[src/rtl/disp_source_scheduler.sv]
// -----------------------------------------------------------------------------
// disp_source_scheduler
//   Round-robin scheduler that shares a six-digit hex display between three
//   sources. A granted source stays on the display for at least DWELL_CYCLES
//   cycles, unless it drops its request first. While a source is granted, each
//   of its six hex nibbles is driven onto one digit output.
//
//   Optional feature macro: SCHED_FREEZE_EN (adds the freeze input, which holds
//   the whole schedule and the display contents while it is high).
//
// Ports
//   clk           system clock
//   rst_n         asynchronous active-low reset
//   req[2:0]      level-sensitive per-source display request
//   val0..val2    24-bit (six hex digit) value for source 0/1/2
//   freeze        display hold (SCHED_FREEZE_EN builds only)
//   data0..data5  digit values, data0 is the leftmost digit, upper nibble 0
//   gnt[2:0]      one-hot grant, zero when idle
//   active_src    index of the granted source, 0 when idle
//   switch_pulse  one-cycle pulse whenever a new source is granted
// -----------------------------------------------------------------------------
module disp_source_scheduler #(
  parameter int unsigned DWELL_CYCLES = 50_000_000
) (
  input  logic        clk,
  input  logic        rst_n,
  input  logic [2:0]  req,
  input  logic [23:0] val0,
  input  logic [23:0] val1,
  input  logic [23:0] val2,
`ifdef SCHED_FREEZE_EN
  input  logic        freeze,
`endif
  output logic [7:0]  data0,
  output logic [7:0]  data1,
  output logic [7:0]  data2,
  output logic [7:0]  data3,
  output logic [7:0]  data4,
  output logic [7:0]  data5,
  output logic [2:0]  gnt,
  output logic [1:0]  active_src,
  output logic        switch_pulse
);

  typedef enum logic {IDLE, SHOW} state_t;

  localparam logic [25:0] CNT_LAST = 26'(DWELL_CYCLES - 1);

  state_t          state, state_d;
  logic [1:0]      active_q, src_d;
  logic [1:0]      last_ptr, ptr_d;
  logic [25:0]     cnt, cnt_d;
  logic            sw_q, sw_d;
  logic [2:0]      gnt_q, gnt_d;
  logic [1:0]      active_d;
  logic [5:0][7:0] data_q, data_d;
  logic            frz;
  logic [2:0]      cur_mask;
  logic [2:0]      others;
  logic [23:0]     val_sel;

`ifdef SCHED_FREEZE_EN
  assign frz = freeze;
`else
  assign frz = 1'b0;
`endif

  // First set bit of r, scanning from (lp+1) mod 3 upward with wrap.
  function automatic logic [1:0] rr_pick(input logic [2:0] r, input logic [1:0] lp);
    logic [1:0] idx;
    logic [1:0] win;
    logic       found;
    win   = 2'd0;
    found = 1'b0;
    idx   = (lp == 2'd2) ? 2'd0 : lp + 2'd1;
    for (int unsigned i = 0; i < 3; i++) begin
      if (!found && r[idx]) begin
        win   = idx;
        found = 1'b1;
      end
      idx = (idx == 2'd2) ? 2'd0 : idx + 2'd1;
    end
    return win;
  endfunction

  // State register (all outputs are registered here as well)
  always_ff @(posedge clk or negedge rst_n) begin
    if (!rst_n) begin
      state    <= IDLE;
      active_q <= 2'd0;
      last_ptr <= 2'd2;
      cnt      <= '0;
      sw_q     <= 1'b0;
      gnt_q    <= '0;
      data_q   <= '0;
    end else begin
      state    <= state_d;
      active_q <= active_d;
      last_ptr <= ptr_d;
      cnt      <= cnt_d;
      sw_q     <= sw_d;
      gnt_q    <= gnt_d;
      data_q   <= data_d;
    end
  end

  // Next-state logic
  always_comb begin
    state_d  = state;
    src_d    = active_q;
    ptr_d    = last_ptr;
    cnt_d    = cnt;
    sw_d     = 1'b0;
    cur_mask = 3'(3'b001 << active_q);
    others   = req & ~cur_mask;
    if (!frz) begin
      unique case (state)
        IDLE: begin
          if (|req) begin
            state_d = SHOW;
            src_d   = rr_pick(req, last_ptr);
            ptr_d   = src_d;
            cnt_d   = '0;
            sw_d    = 1'b1;
          end
        end
        SHOW: begin
          // last_ptr equals the current source here, so picking from
          // "others" starting after last_ptr excludes the current source.
          if (!(|(req & cur_mask))) begin
            if (|others) begin
              src_d = rr_pick(others, last_ptr);
              ptr_d = src_d;
              cnt_d = '0;
              sw_d  = 1'b1;
            end else begin
              state_d = IDLE;
              src_d   = 2'd0;
              cnt_d   = '0;
            end
          end else if (cnt == CNT_LAST) begin
            cnt_d = '0;
            if (|others) begin
              src_d = rr_pick(others, last_ptr);
              ptr_d = src_d;
              sw_d  = 1'b1;
            end
          end else begin
            cnt_d = cnt + 26'd1;
          end
        end
        default: state_d = IDLE;
      endcase
    end
  end

  // Output decode from the next state
  always_comb begin
    gnt_d    = '0;
    active_d = 2'd0;
    data_d   = '0;
    val_sel  = '0;
    unique case (src_d)
      2'd0:    val_sel = val0;
      2'd1:    val_sel = val1;
      default: val_sel = val2;
    endcase
    if (frz) begin
      gnt_d    = gnt_q;
      active_d = active_q;
      data_d   = data_q;
    end else if (state_d == SHOW) begin
      gnt_d    = 3'(3'b001 << src_d);
      active_d = src_d;
      for (int unsigned k = 0; k < 6; k++) begin
        data_d[k] = {4'h0, val_sel[23 - 4*k -: 4]};
      end
    end
  end

  assign data0        = data_q[0];
  assign data1        = data_q[1];
  assign data2        = data_q[2];
  assign data3        = data_q[3];
  assign data4        = data_q[4];
  assign data5        = data_q[5];
  assign gnt          = gnt_q;
  assign active_src   = active_q;
  assign switch_pulse = sw_q;

endmodule

[config.mk]
export PLATFORM = sky130hd
export DESIGN_NAME = disp_source_scheduler
export DESIGN_NICKNAME = d
export VERILOG_FILES = /design/src/rtl/disp_source_scheduler.sv
export SDC_FILE = /design/constraint.sdc
export NUM_CORES = 1
export LEC_CHECK = 0
export BUFFER_PORTS_ARGS = -buffer_cell sky130_fd_sc_hd__buf_2
export CAP_MARGIN = 40
export CELL_PAD_IN_SITES_DETAIL_PLACEMENT = 0
export CELL_PAD_IN_SITES_GLOBAL_PLACEMENT = 1
export CORE_UTILIZATION = 40
export CTS_BUF_LIST = sky130_fd_sc_hd__clkbuf_4
export DETAILED_ROUTE_END_ITERATION = 8
export PLACE_DENSITY_LB_ADDON = 0.1
export SLEW_MARGIN = 0
export SYNTH_ARGS = -nofsm -noshare
export SYNTH_HDL_FRONTEND = slang
export SYNTH_SLANG_ARGS = --single-unit
[constraint.sdc]
create_clock -name clk -period 6.1 [get_ports clk]
set_input_delay 0.305 -clock clk [delete_from_list [all_inputs] [get_ports clk]]
set_output_delay 0.305 -clock clk [all_outputs]
set_load 0.005 [all_outputs]
==> results of run 1 <==
Yosys cell counts, types with 3 or more instances:
cell type	instances
a21oi_1	8
a31oi_1	17
a31oi_2	8
and3_1	4
and4_1	3
buf_2	4
buf_4	25
buf_6	4
clkbuf_1	8
dfrtp_1	58
inv_1	10
mux2i_1	3
nand2_1	72
nand2b_1	3
nand3_1	9
nand4_1	6
nor2_1	26
nor2b_1	4
nor3_1	7
o21ai_0	44
or3_1	5
xnor2_1	7
xor2_1	7
path summary, 6_finish.rpt:
| kind | startpoint | to | slack, ps | cells past startpoint |
|---|---|---|---|---|
| worst max-delay path | active_src[0]$_DFF_PN0_ | data0[3]$_DFF_PN0_ | 3020 | 9 |
| worst min-delay path | rst_n | cnt[1]$_DFFE_PN0P_ | 50 | 2 |
| worst max register to register | active_src[0]$_DFF_PN0_ | data0[3]$_DFF_PN0_ | 3020 | 9 |
| worst min register to register | cnt[15]$_DFFE_PN0P_ | cnt[15]$_DFFE_PN0P_ | 510 | 2 |
| max in group asynchronous | rst_n | cnt[8]$_DFFE_PN0P_ | 5570 | 2 |
| min in group clk | val0[3] | data5[3]$_DFF_PN0_ | 140 | 3 |
where the power goes:
group          switching (mW)  total [mW]  internal, mW
Combinational           0.343       0.587         0.245
Sequential             0.0612       0.566         0.505
Clock                   0.142       0.261         0.119
cell type report:
class                   instances  share of cell area
multi-input cells             293               0.412
flip-flops and latches         59               0.369
repair buffers                110               0.144
well taps                     105              0.0328
clock buffers                   9              0.0169
clock inverters                 7              0.0147
inverters                      11              0.0109
sequential cells by signal (all words and copies together), names as in the netlist:
register and flops:
data3 4, last_ptr 2, data4 4, data5 4, data0 4, switch_pulse 1
data2 4, gnt 3, data1 4, state 1, cnt 26, active_src 2
cell families (layout without fill, tap and decap cells):
family | after synthesis | count (layout) | synth area share
mux | 3 | 3 | 0.00885
fa+ha+maj | 1 | 1 | 0.00369
flops | 59 | 59 | 0.435
xor+xnor | 14 | 14 | 0.0361
buf+inv | 54 | 137 | 0.104
simple gates | 151 | 151 | 0.213
compound gates | 100 | 100 | 0.198
other cells | 1 | 24 | 0.00111
routing by layer:
| metal | global-route usage | part of all wire | vias to the layer above |
|---|---|---|---|
| met1 | 0.252 | 0.44 | 1376 |
| li1 | - | - | 1498 |
| met5 | 0 | 0 | - |
| met3 | 0.0971 | 0.083 | 12 |
| met4 | 0.0500 | 0.014 | 0 |
| met2 | 0.314 | 0.46 | 101 |
worst max-delay path, stage by stage, from the launching register on:
cell       delay [ps]
dfrtp_1           530
nor2b_1           220
o311ai_0          570
a2111oi_0         230
o211ai_1          120
and2_1            180
buf_8             190
inv_4              60
a21oi_4           590
a31oi_1           210
metrics by stage:
| stage | cells | cell area (µm²) | util | setup slack, ps | power, mW |
|---|---|---|---|---|---|
| final | 594 | 4010 | 0.487 | 3020 | 1.41 |
| after global routing | 594 | 4010 | 0.487 | 2770 | 1.54 |
| after CTS | 594 | 4010 | 0.487 | 2990 | 1.44 |
| after detailed placement | 578 | 3880 | 0.472 | 3020 | 1.17 |
| after global placement | 575 | 3840 | 0.467 | 2620 | 1.15 |
| after floorplan | 406 | 3480 | - | 3750 | 0.979 |
==> reports/metrics.csv, run 1 <==
stage,metric,value,unit
routing,num_vias,2987,
synthesis,synth_ff_type,dfrtp_1,
global_routing,grtUsageTotal,0.202,
sta,period_minus_slack,3080,ps
global_routing,grt_max_degree,60,
sta,fin_skew,13.2,ps
layout,drive_gt1_frac,0.288,
synthesis,async_flop_share,1.00,
sta,setup_violations,0,
synthesis,synth_area_leaders,"dfrtp_1 43%, nand2_1 8.0%, o21ai_0 6.5%",
synthesis,syn_inst,383,
layout,n_fill_cell,802,
sta,slew_viol_final,0,
synthesis,synth_seq_cells,59,
worst_setup_path,critPathKind,reg2reg,
worst_setup_path,worstPathMaxFanout,26,
job,cap_violations,0,
clocking,holdBufCountCts,0,
routing,wl_per_cell,14.2,µm
synthesis,synth_area,3390,µm²
worst_setup_path,crit_path_end_kind,flip-flop,
routing,drtAntennaViolNets,0,
clocking,insertion_delay,400,ps
synthesis,synth_area_leader_cell,dfrtp_1,
synthesis,avgSynthCellArea,8.86,µm²
worst_setup_path,worstPathArrival,3310,ps
placed_design,gp_congestion,0.819,
power_and_ir_drop,p_leak,1.91,nW
layout,nets,562,
layout,multi_input_area,1650,µm²
global_routing,grt_overflow_total,0,
floorplanning,ios,131,
routing,drt_wl_total,8460,µm
layout,mostFrequentLayoutCells,"106 x buf_2, 72 x nand2_1, 58 x dfrtp_1",
sta,max_freq,325,MHz
placed_design,io_buffers,106,
layout,area_growth,18.0,%
synthesis,synth_edf_count,0,
global_routing,grt_pass1_wl,13600,µm
sta,fin_tns_setup,0,ps
sta,hold_viol,0,
routing,via_per_inst,5.03,
clocking,cts.reportedPaths.clkPinSlew,100,ps
sta,max_slew_margin,0.428,
synthesis,ys_types,57,
clocking,clk_path_buf_depth,2,
layout,num_antenna_cells,0,
floorplanning,start_util,0.413,
clocking,cts_buffers,9,
routing,firstDrtPassIters,4,
sta,finalCritPeriodShare,0.505,
routing,drt_iter0_drc,96,
clocking,htreeDepth,3,
hold_path,hold_path_class,in2async,
layout,regArea,1480,µm²
floorplanning,num_rows,33,
power_and_ir_drop,p_per_area,353,nW/µm²
clocking,post_cts_buffers,0,
global_routing,grt_pass1_vias,2815,
synthesis,yosysTopAreaCellShare,0.428,
floorplanning,die_w,94.1,µm
worst_setup_path,cp-start-kind,flip-flop,
layout,final_common_cell,buf_2,
sta,whs,49.2,ps
sta,max_slew.worst_pin.slew,859,ps
clocking,cts_sinks,59,
floorplanning,die_area,8860,µm²
placed_design,hpwlAfterDp,6150,µm
worst_setup_path,critPathRequiredTime,6330,ps
sta,grt_setup_unrepaired,no,
run_status,outcome,finished clean,
floorplanning,dieHeight,94.1,µm
clocking,clockRootBuffer,clkbuf_4,
routing,drc,0,
synthesis,yosysSeqAreaShare,0.435,
clocking,cts_tree,done,
clocking,cts_resized,0,
floorplanning,core_area,8220,µm²
synthesis,synth_warnings,0,
global_routing,antenna_found_initial,0,
power_and_ir_drop,ir_worst_vdd,0.149,mV
Note: power is estimated with default switching activity, not from simulation.
==> inputs of run 2 (changes only) <==
--- a/config.mk
+++ b/config.mk
@@ -9,7 +9,7 @@
 export CAP_MARGIN = 40
 export CELL_PAD_IN_SITES_DETAIL_PLACEMENT = 0
 export CELL_PAD_IN_SITES_GLOBAL_PLACEMENT = 1
-export CORE_UTILIZATION = 40
+export CORE_UTILIZATION = 33
 export CTS_BUF_LIST = sky130_fd_sc_hd__clkbuf_4
 export DETAILED_ROUTE_END_ITERATION = 8
 export PLACE_DENSITY_LB_ADDON = 0.1
==> constraint.sdc (replaced) <==
create_clock -name clk -period 2.5 [get_ports clk]
set_input_delay 0.125 -clock clk [delete_from_list [all_inputs] [get_ports clk]]
set_output_delay 0.125 -clock clk [all_outputs]
set_load 0.005 [all_outputs]
==> run 2 against run 1 <==
Count of clock-buffer cells in the layout rose by 1; first-iteration DRC count fell by 13%; sequential share of layout area down 7.2 points; utilization grew 1.6 points; clock skew up 14 ps; final area up 24%; power rose to 2.8 times the previous value; non-clock buffer count increased by 90; critical path depth is 1 lower; wire length is 19% higher; sequential power is 140% higher; critical endpoint is now data4[3]$_DFF_PN0_; highest routed layer unchanged.
==> reports/metrics.csv, run 2 (same netlist as run 1, synthesis figures left out) <==
stage,metric,value,unit,change
run_status,outcome,finished clean,,
clocking,cts_tree,done,,
worst_setup_path,worstPathMaxFanout,25,,-3.8%
worst_setup_path,crit_path_end_kind,flip-flop,,
layout,instances_no_fill,712,,+20%
hold_path,hold_path_class,in2reg,,
sta,finalCritPeriodShare,0.957,,+0.452
layout,mostFrequentLayoutCells,"106 x buf_2, 72 x nand2_1, 62 x dlygate4sd3_1",,
floorplanning,die_w,103,µm,+9.9%
sta,period_minus_slack,2390,ps,-687 ps
power_and_ir_drop,p_comb_frac,0.486,,+0.071
power_and_ir_drop,finalPower,3.97,mW,+180%
layout,num_antenna_cells,0,,unchanged
power_and_ir_drop,p_leak,2.34,nW,+23%
routing,firstDrtPassIters,4,,unchanged
routing,drc,0,,unchanged
global_routing,grt_pass1_vias,3393,,+21%
clocking,insertion_delay,420,ps,+20 ps
global_routing,grt_overflow_total,0,,unchanged
routing,num_vias,3377,,+13%
layout,area_growth,46.5,%,
placed_design,hpwlAfterDp,6760,µm,+9.8%
worst_setup_path,critical_path.max_stage_delay,540,ps,-50 ps
routing,wl_per_cell,14.1,µm,-1.0%
layout,largest-register,cnt,,
worst_setup_path,worst-path-buf-inv,1,,-1
power_and_ir_drop,clkPwrFrac,0.175,,-0.010
clocking,clockRootBuffer,clkbuf_4,,
sta,slew_viol_final,0,,unchanged
sta,hold_viol,0,,unchanged
clocking,htreeDepth,3,,unchanged
global_routing,antenna_found_initial,0,,unchanged
power_and_ir_drop,ir_worst_vdd,0.380,mV,+150%
clocking,clk_path_buf_depth,2,,unchanged
sta,max_slew.worst_pin.slew,553,ps,-305 ps
worst_setup_path,cp-start-kind,flip-flop,,
worst_setup_path,critPathRequiredTime,2790,ps,-3540 ps
floorplanning,dieHeight,103,µm,+9.9%
power_and_ir_drop,p_int,2.49,mW,+190%
clocking,cts_buffers,9,,unchanged
worst_setup_path,critPathKind,reg2reg,,
routing,drt_wl_total,10000,µm,+19%
routing,via_per_inst,4.74,,-5.7%
clocking,cts_sinks,59,,unchanged
worst_setup_path,rrSetupSlack,110,ps,-2910 ps
sta,grt_setup_unrepaired,yes,,
global_routing,grt_max_degree,26,,-57%
power_and_ir_drop,sw_frac_of_total,0.373,,-0.0131
global_routing,grt_pass1_wl,16100,µm,+19%
layout,final_common_cell,buf_2,,
worst_setup_path,cp_slowest_cell,or4_4,,
floorplanning,core_area,9860,µm²,+20%
floorplanning,ios,131,,unchanged
placed_design,io_buffers,106,,unchanged
layout,drive_gt1_frac,0.304,,+0.0156
routing,drtAntennaViolNets,0,,unchanged
worst_setup_path,critPathTopFamily,simple AND/OR/NAND/NOR gates,,
power_and_ir_drop,power_frac_seq,0.339,,-0.061
floorplanning,num_rows,36,,+9.1%
sta,max_freq,418,MHz,+29%
sta,setup_violations,0,,unchanged
worst_setup_path,path_cells,or4_4 -> nor4_4 -> a21bo_1 -> o211ai_1 -> and2_2 -> buf_12 -> o21ai_0 -> a31oi_2,,
sta,fin_skew,26.7,ps,+13.5 ps
floorplanning,start_util,0.344,,-0.0690
clocking,cts.reportedPaths.clkPinSlew,110,ps,about the same
worst_setup_path,worstPathArrival,2680,ps,-630 ps
power_and_ir_drop,power.switching,1.48,mW,+170%
routing,drt_iter0_drc,84,,-13%
power_and_ir_drop,p_per_area,798,nW/µm²,+130%
global_routing,grtUsageTotal,0.196,,-0.00622
placed_design,gp_congestion,0.801,,-2.2%
job,cap_violations,0,,unchanged
sta,fin_tns_setup,0,ps,unchanged
floorplanning,die_area,10700,µm²,+21%
layout,largest_reg_flops,26,,unchanged
layout,nets,652,,+16%
sta,max_slew_margin,0.628,,+0.201
placed_design,dpl.cell_count,628,,+8.7%
run 2: layout make-up:
| cell class | count | area (µm²) |
|---|---|---|
| Clock inverter | 6 | 66.3 |
| Inverter | 11 | 43.8 |
| Sequential cell | 59 | 1480 |
| Tap cell | 133 | 166 |
| Multi-Input combinational cell | 293 | 1660 |
| Fill cell | 921 | 4890 |
| Timing Repair Buffer | 200 | 1480 |
| Clock buffer | 10 | 75.1 |
run 2: power groups by stage:
stage	clock network, mW	registers (mW)	logic (mW)
4_1_cts	0.730	1.35	1.80
5_1_grt	0.759	1.37	2.14
6_report	0.695	1.34	1.93
2_1_floorplan	0	1.40	0.993
3_5_place_dp	0	1.36	1.72
3_3_place_gp	0	1.37	1.72
run 2: worst min-delay path, cell delays in order:
cell     delay, ps
buf_2           80
o21ai_1         70
a31oi_2        120
run 2: worst paths after layout:
path,startpoint,end,cells past startpoint
hold reg to reg,cnt[15]$_DFFE_PN0P_,cnt[15]$_DFFE_PN0P_,2
max in group asynchronous,rst_n,data4[3]$_DFF_PN0_,3
min in group asynchronous,rst_n,data0[1]$_DFF_PN0_,2
setup / recovery,cnt[11]$_DFFE_PN0P_,data4[3]$_DFF_PN0_,8
setup reg to reg,cnt[11]$_DFFE_PN0P_,data4[3]$_DFF_PN0_,8
hold / removal,val2[4],data4[0]$_DFF_PN0_,3
run 2: timing repair:
item                                    in CTS  in global routing
setup buffers                                1                  3
hold buffers                                62                  0
endpoints found under the setup margin       1                 26
gates cloned                                 0                  2
pin swaps                                    1                  6
hold endpoints to repair                    45                  0
resized for setup                            1                  4
run 2: metal layers:
layer	track usage	part of all wire	vias to the layer above
met5	0	0	-
met4	0.0618	0.015	0
met3	0.0591	0.063	12
met2	0.327	0.49	117
met1	0.243	0.43	1567
li1	-	-	1681
run 2: metrics by stage:
step / instance area, µm² / utilization / hold WS, ps / setup slack [ps]
2_1_floorplan: 3480 / - / -171 / 151
3_3_place_gp: 4110 / 0.417 / 144 / 50.8
3_5_place_dp: 4110 / 0.417 / 145 / -15.8
4_1_cts: 4890 / 0.495 / 1.75 / 22.0
5_1_grt: 4970 / 0.504 / 15.5 / -22.2
6_report: 4970 / 0.504 / 21.7 / 108
==> inputs of run 3 (changes only) <==
--- a/config.mk
+++ b/config.mk
@@ -5,6 +5,7 @@
 export SDC_FILE = /design/constraint.sdc
 export NUM_CORES = 1
 export LEC_CHECK = 0
+export ABC_AREA = 1
 export BUFFER_PORTS_ARGS = -buffer_cell sky130_fd_sc_hd__buf_2
 export CAP_MARGIN = 40
 export CELL_PAD_IN_SITES_DETAIL_PLACEMENT = 0
@@ -12,6 +13,7 @@
 export CORE_UTILIZATION = 33
 export CTS_BUF_LIST = sky130_fd_sc_hd__clkbuf_4
 export DETAILED_ROUTE_END_ITERATION = 8
+export GPL_ROUTABILITY_DRIVEN = 0
 export PLACE_DENSITY_LB_ADDON = 0.1
 export SLEW_MARGIN = 0
 export SYNTH_ARGS = -nofsm -noshare
==> run 3 against run 2 <==
Wire length up 4.8%; utilization down 8.5 points; combinational power up 34%; synthesized area up 10%; register-to-register slack better by 140 ps; clock power down 5.3%.
==> reports/metrics.csv, run 3 <==
stage,metric,value,unit,change
power_and_ir_drop,power.switching,2.11,mW,+43%
global_routing,grt_pass1_wl,16800,µm,+4.6%
synthesis,synth_seq_cells,59,,unchanged
clocking,cts.reportedPaths.clkPinSlew,110,ps,about the same
worst_setup_path,cp-start-kind,flip-flop,,
clocking,clockRootBuffer,clkbuf_4,,
floorplanning,start_util,0.343,,-0.00131
layout,mostFrequentLayoutCells,"122 x nand2_1, 106 x buf_2, 100 x nand3_1",,
synthesis,synth_area_leaders,"dfrtp_1 39%, nand3_1 13%, nand2_1 12%",,
power_and_ir_drop,ir_worst_vdd,0.365,mV,-3.9%
clocking,cts_buffers,9,,unchanged
clocking,htreeDepth,3,,unchanged
job,cap_violations,0,,unchanged
floorplanning,ios,131,,unchanged
power_and_ir_drop,finalPower,4.64,mW,+17%
layout,area_growth,22.1,%,
layout,final_common_cell,nand2_1,,
sta,fin_skew,16.4,ps,-10.3 ps
clocking,cts_tree,done,,
sta,max_freq,443,MHz,+6.1%
sta,slew_viol_final,0,,unchanged
worst_setup_path,critical_path.max_stage_delay,430,ps,-110 ps
routing,drtAntennaViolNets,0,,unchanged
synthesis,synth_edf_count,0,,unchanged
global_routing,grt_pass1_vias,3554,,+4.7%
clocking,clk_path_buf_depth,2,,unchanged
worst_setup_path,critPathTopFamily,simple AND/OR/NAND/NOR gates,,
synthesis,synth_ff_type,dfrtp_1,,
routing,via_per_inst,4.73,,-0.26%
power_and_ir_drop,p_leak,2.41,nW,+3.1%
layout,largest_reg_flops,26,,unchanged
hold_path,hold_path_class,in2reg,,
layout,largest-register,cnt,,
floorplanning,die_w,109,µm,+5.0%
sta,setup_violations,0,,unchanged
synthesis,avgSynthCellArea,7.18,µm²,-19%
worst_setup_path,worst-path-buf-inv,4,,+3
sta,finalCritPeriodShare,0.902,,-0.0546
layout,num_antenna_cells,0,,unchanged
floorplanning,dieHeight,109,µm,+5.0%
floorplanning,core_area,10900,µm²,+11%
power_and_ir_drop,clkPwrFrac,0.142,,-0.033
global_routing,antenna_found_initial,0,,unchanged
layout,fin_area,4580,µm²,-7.9%
layout,nets,716,,+9.8%
global_routing,grt_max_degree,60,,+130%
synthesis,async_flop_share,1.00,,unchanged
synthesis,synth_area_leader_cell,dfrtp_1,,
placed_design,hpwlAfterDp,7700,µm,+14%
worst_setup_path,worstPathMaxFanout,24,,-4.0%
sta,period_minus_slack,2260,ps,-137 ps
clocking,cts_sinks,59,,unchanged
power_and_ir_drop,p_per_area,1010,nW/µm²,+27%
global_routing,grt_overflow_total,0,,unchanged
placed_design,io_buffers,106,,unchanged
synthesis,yosysSeqAreaShare,0.394,,-0.0411
worst_setup_path,crit_top_cell,nand3_1,,
worst_setup_path,worstPathArrival,2590,ps,-90 ps
worst_setup_path,critPathRequiredTime,2830,ps,+40 ps
worst_setup_path,critPathKind,reg2reg,,
worst_setup_path,path_cells,ha_1 -> nand2_1 -> inv_1 -> nand2_2 -> nor2_2 -> nand3_2 -> nand3_1 -> inv_2 -> nor2_2 -> nor2_4 -> nor2_4 -> clkbuf_16 -> nand3_1 -> nand3_1 -> nand2_1 -> inv_1,,
routing,drt_wl_total,10500,µm,+4.8%
synthesis,yosysTopAreaCellShare,0.387,,-0.0404
clocking,insertion_delay,400,ps,-20 ps
synthesis,syn_inst,522,,+36%
routing,drc,0,,unchanged
floorplanning,num_rows,38,,+5.6%
synthesis,synth_warnings,0,,unchanged
worst_setup_path,cp_slowest_cell,dfrtp_1,,
floorplanning,die_area,11800,µm²,+10%
power_and_ir_drop,power_frac_seq,0.301,,-0.038
sta,hold_viol,0,,unchanged
power_and_ir_drop,p_int,2.53,mW,+1.8%
global_routing,grtUsageTotal,0.186,,-0.0104
synthesis,synth_area,3750,µm²,+10%
synthesis,ys_types,35,,-39%
worst_setup_path,crit_path_end_kind,flip-flop,,
routing,firstDrtPassIters,4,,unchanged
run_status,outcome,finished clean,,
power_and_ir_drop,sw_frac_of_total,0.454,,+0.0817
layout,drive_gt1_frac,0.255,,-0.0489
routing,drt_iter0_drc,174,,+110%
synthesis,yosysMostFrequentCell,nand2_1,,
routing,wl_per_cell,13.4,µm,-4.7%
placed_design,place_area,4360,µm²,+6.1%
power_and_ir_drop,p_comb_frac,0.557,,+0.071
routing,num_vias,3704,,+9.7%
synthesis,synthTopCellsByCount,"122 x nand2_1, 100 x nand3_1, 62 x inv_1",,
[run 3: layout make-up]
cell class | count | area, µm²
Clock buffer | 9 | 67.6
Clock inverter | 7 | 58.8
Fill cell | 1168 | 6360
Inverter | 70 | 265
Multi-Input combinational cell | 374 | 1800
Sequential cell | 59 | 1480
Tap cell | 140 | 175
Timing Repair Buffer | 124 | 728
[run 3: cell families after synthesis]
logic type	Yosys count	synth area share
XOR/XNOR	8	0.0187
buffers and inverters	112	0.149
other	1	0.00100
adder cells (fa/ha/maj)	1	0.00334
flip-flops	59	0.394
AND/OR/NAND/NOR	305	0.378
AO/OA/AOI/OAI	36	0.0561
[run 3: power by group through the flow]
| stage | registers [mW] | clock network, mW | logic (mW) |
|---|---|---|---|
| 2_1_floorplan | 1.40 | 0 | 1.77 |
| 3_3_place_gp | 1.42 | 0 | 2.49 |
| 3_5_place_dp | 1.42 | 0 | 2.50 |
| 4_1_cts | 1.41 | 0.686 | 2.50 |
| 5_1_grt | 1.42 | 0.722 | 2.99 |
| 6_report | 1.40 | 0.658 | 2.59 |
[run 3: final timing paths]
check	start	to	slack (ps)	cells after the start
worst max-delay path	cnt[0]$_DFFE_PN0P_	data4[3]$_DFF_PN0_	240	16
worst min-delay path	val2[21]	data0[1]$_DFF_PN0_	30	5
worst max register to register	cnt[0]$_DFFE_PN0P_	data4[3]$_DFF_PN0_	240	16
worst min register to register	cnt[4]$_DFFE_PN0P_	cnt[4]$_DFFE_PN0P_	550	2
max in group asynchronous	rst_n	last_ptr[1]$_DFFE_PN1P_	1950	3
min in group asynchronous	rst_n	last_ptr[0]$_DFFE_PN0P_	260	3
[run 3: metal layers]
metal  share of wire  up-vias  GRT usage
met5               0        -          0
met4           0.011        0     0.0454
met3           0.062       11     0.0518
met2            0.46      113      0.297
met1            0.46     1706      0.247
li1                -     1874          -
[run 3: timing repair]
item / CTS / global route
hold buffers: 4 / 0
endpoints found under the hold margin: 61 / 0
setup buffers: 0 / 2
resized for setup: 0 / 3
endpoints found under the setup margin: 0 / 25
[run 3: through the flow]
| stage | setup TNS, ps | hold slack (ps) | setup WS [ps] | util | cells |
|---|---|---|---|---|---|
| after floorplan | 0 | -171 | 444 | - | 545 |
| after global placement | 0 | 163 | 200 | 0.399 | 760 |
| after detailed placement | 0 | 170 | 203 | 0.399 | 760 |
| after CTS | 0 | 1.84 | 169 | 0.414 | 780 |
| after global routing | -2.44 | 30.8 | -2.44 | 0.419 | 783 |
| final | 0 | 27.8 | 244 | 0.419 | 783 |
[run 3: tightest hold or removal path: cells and delay by family]
kind,cells,cell delay [ps]
and+or+nand+nor,3,150
buffers and inverters,2,120
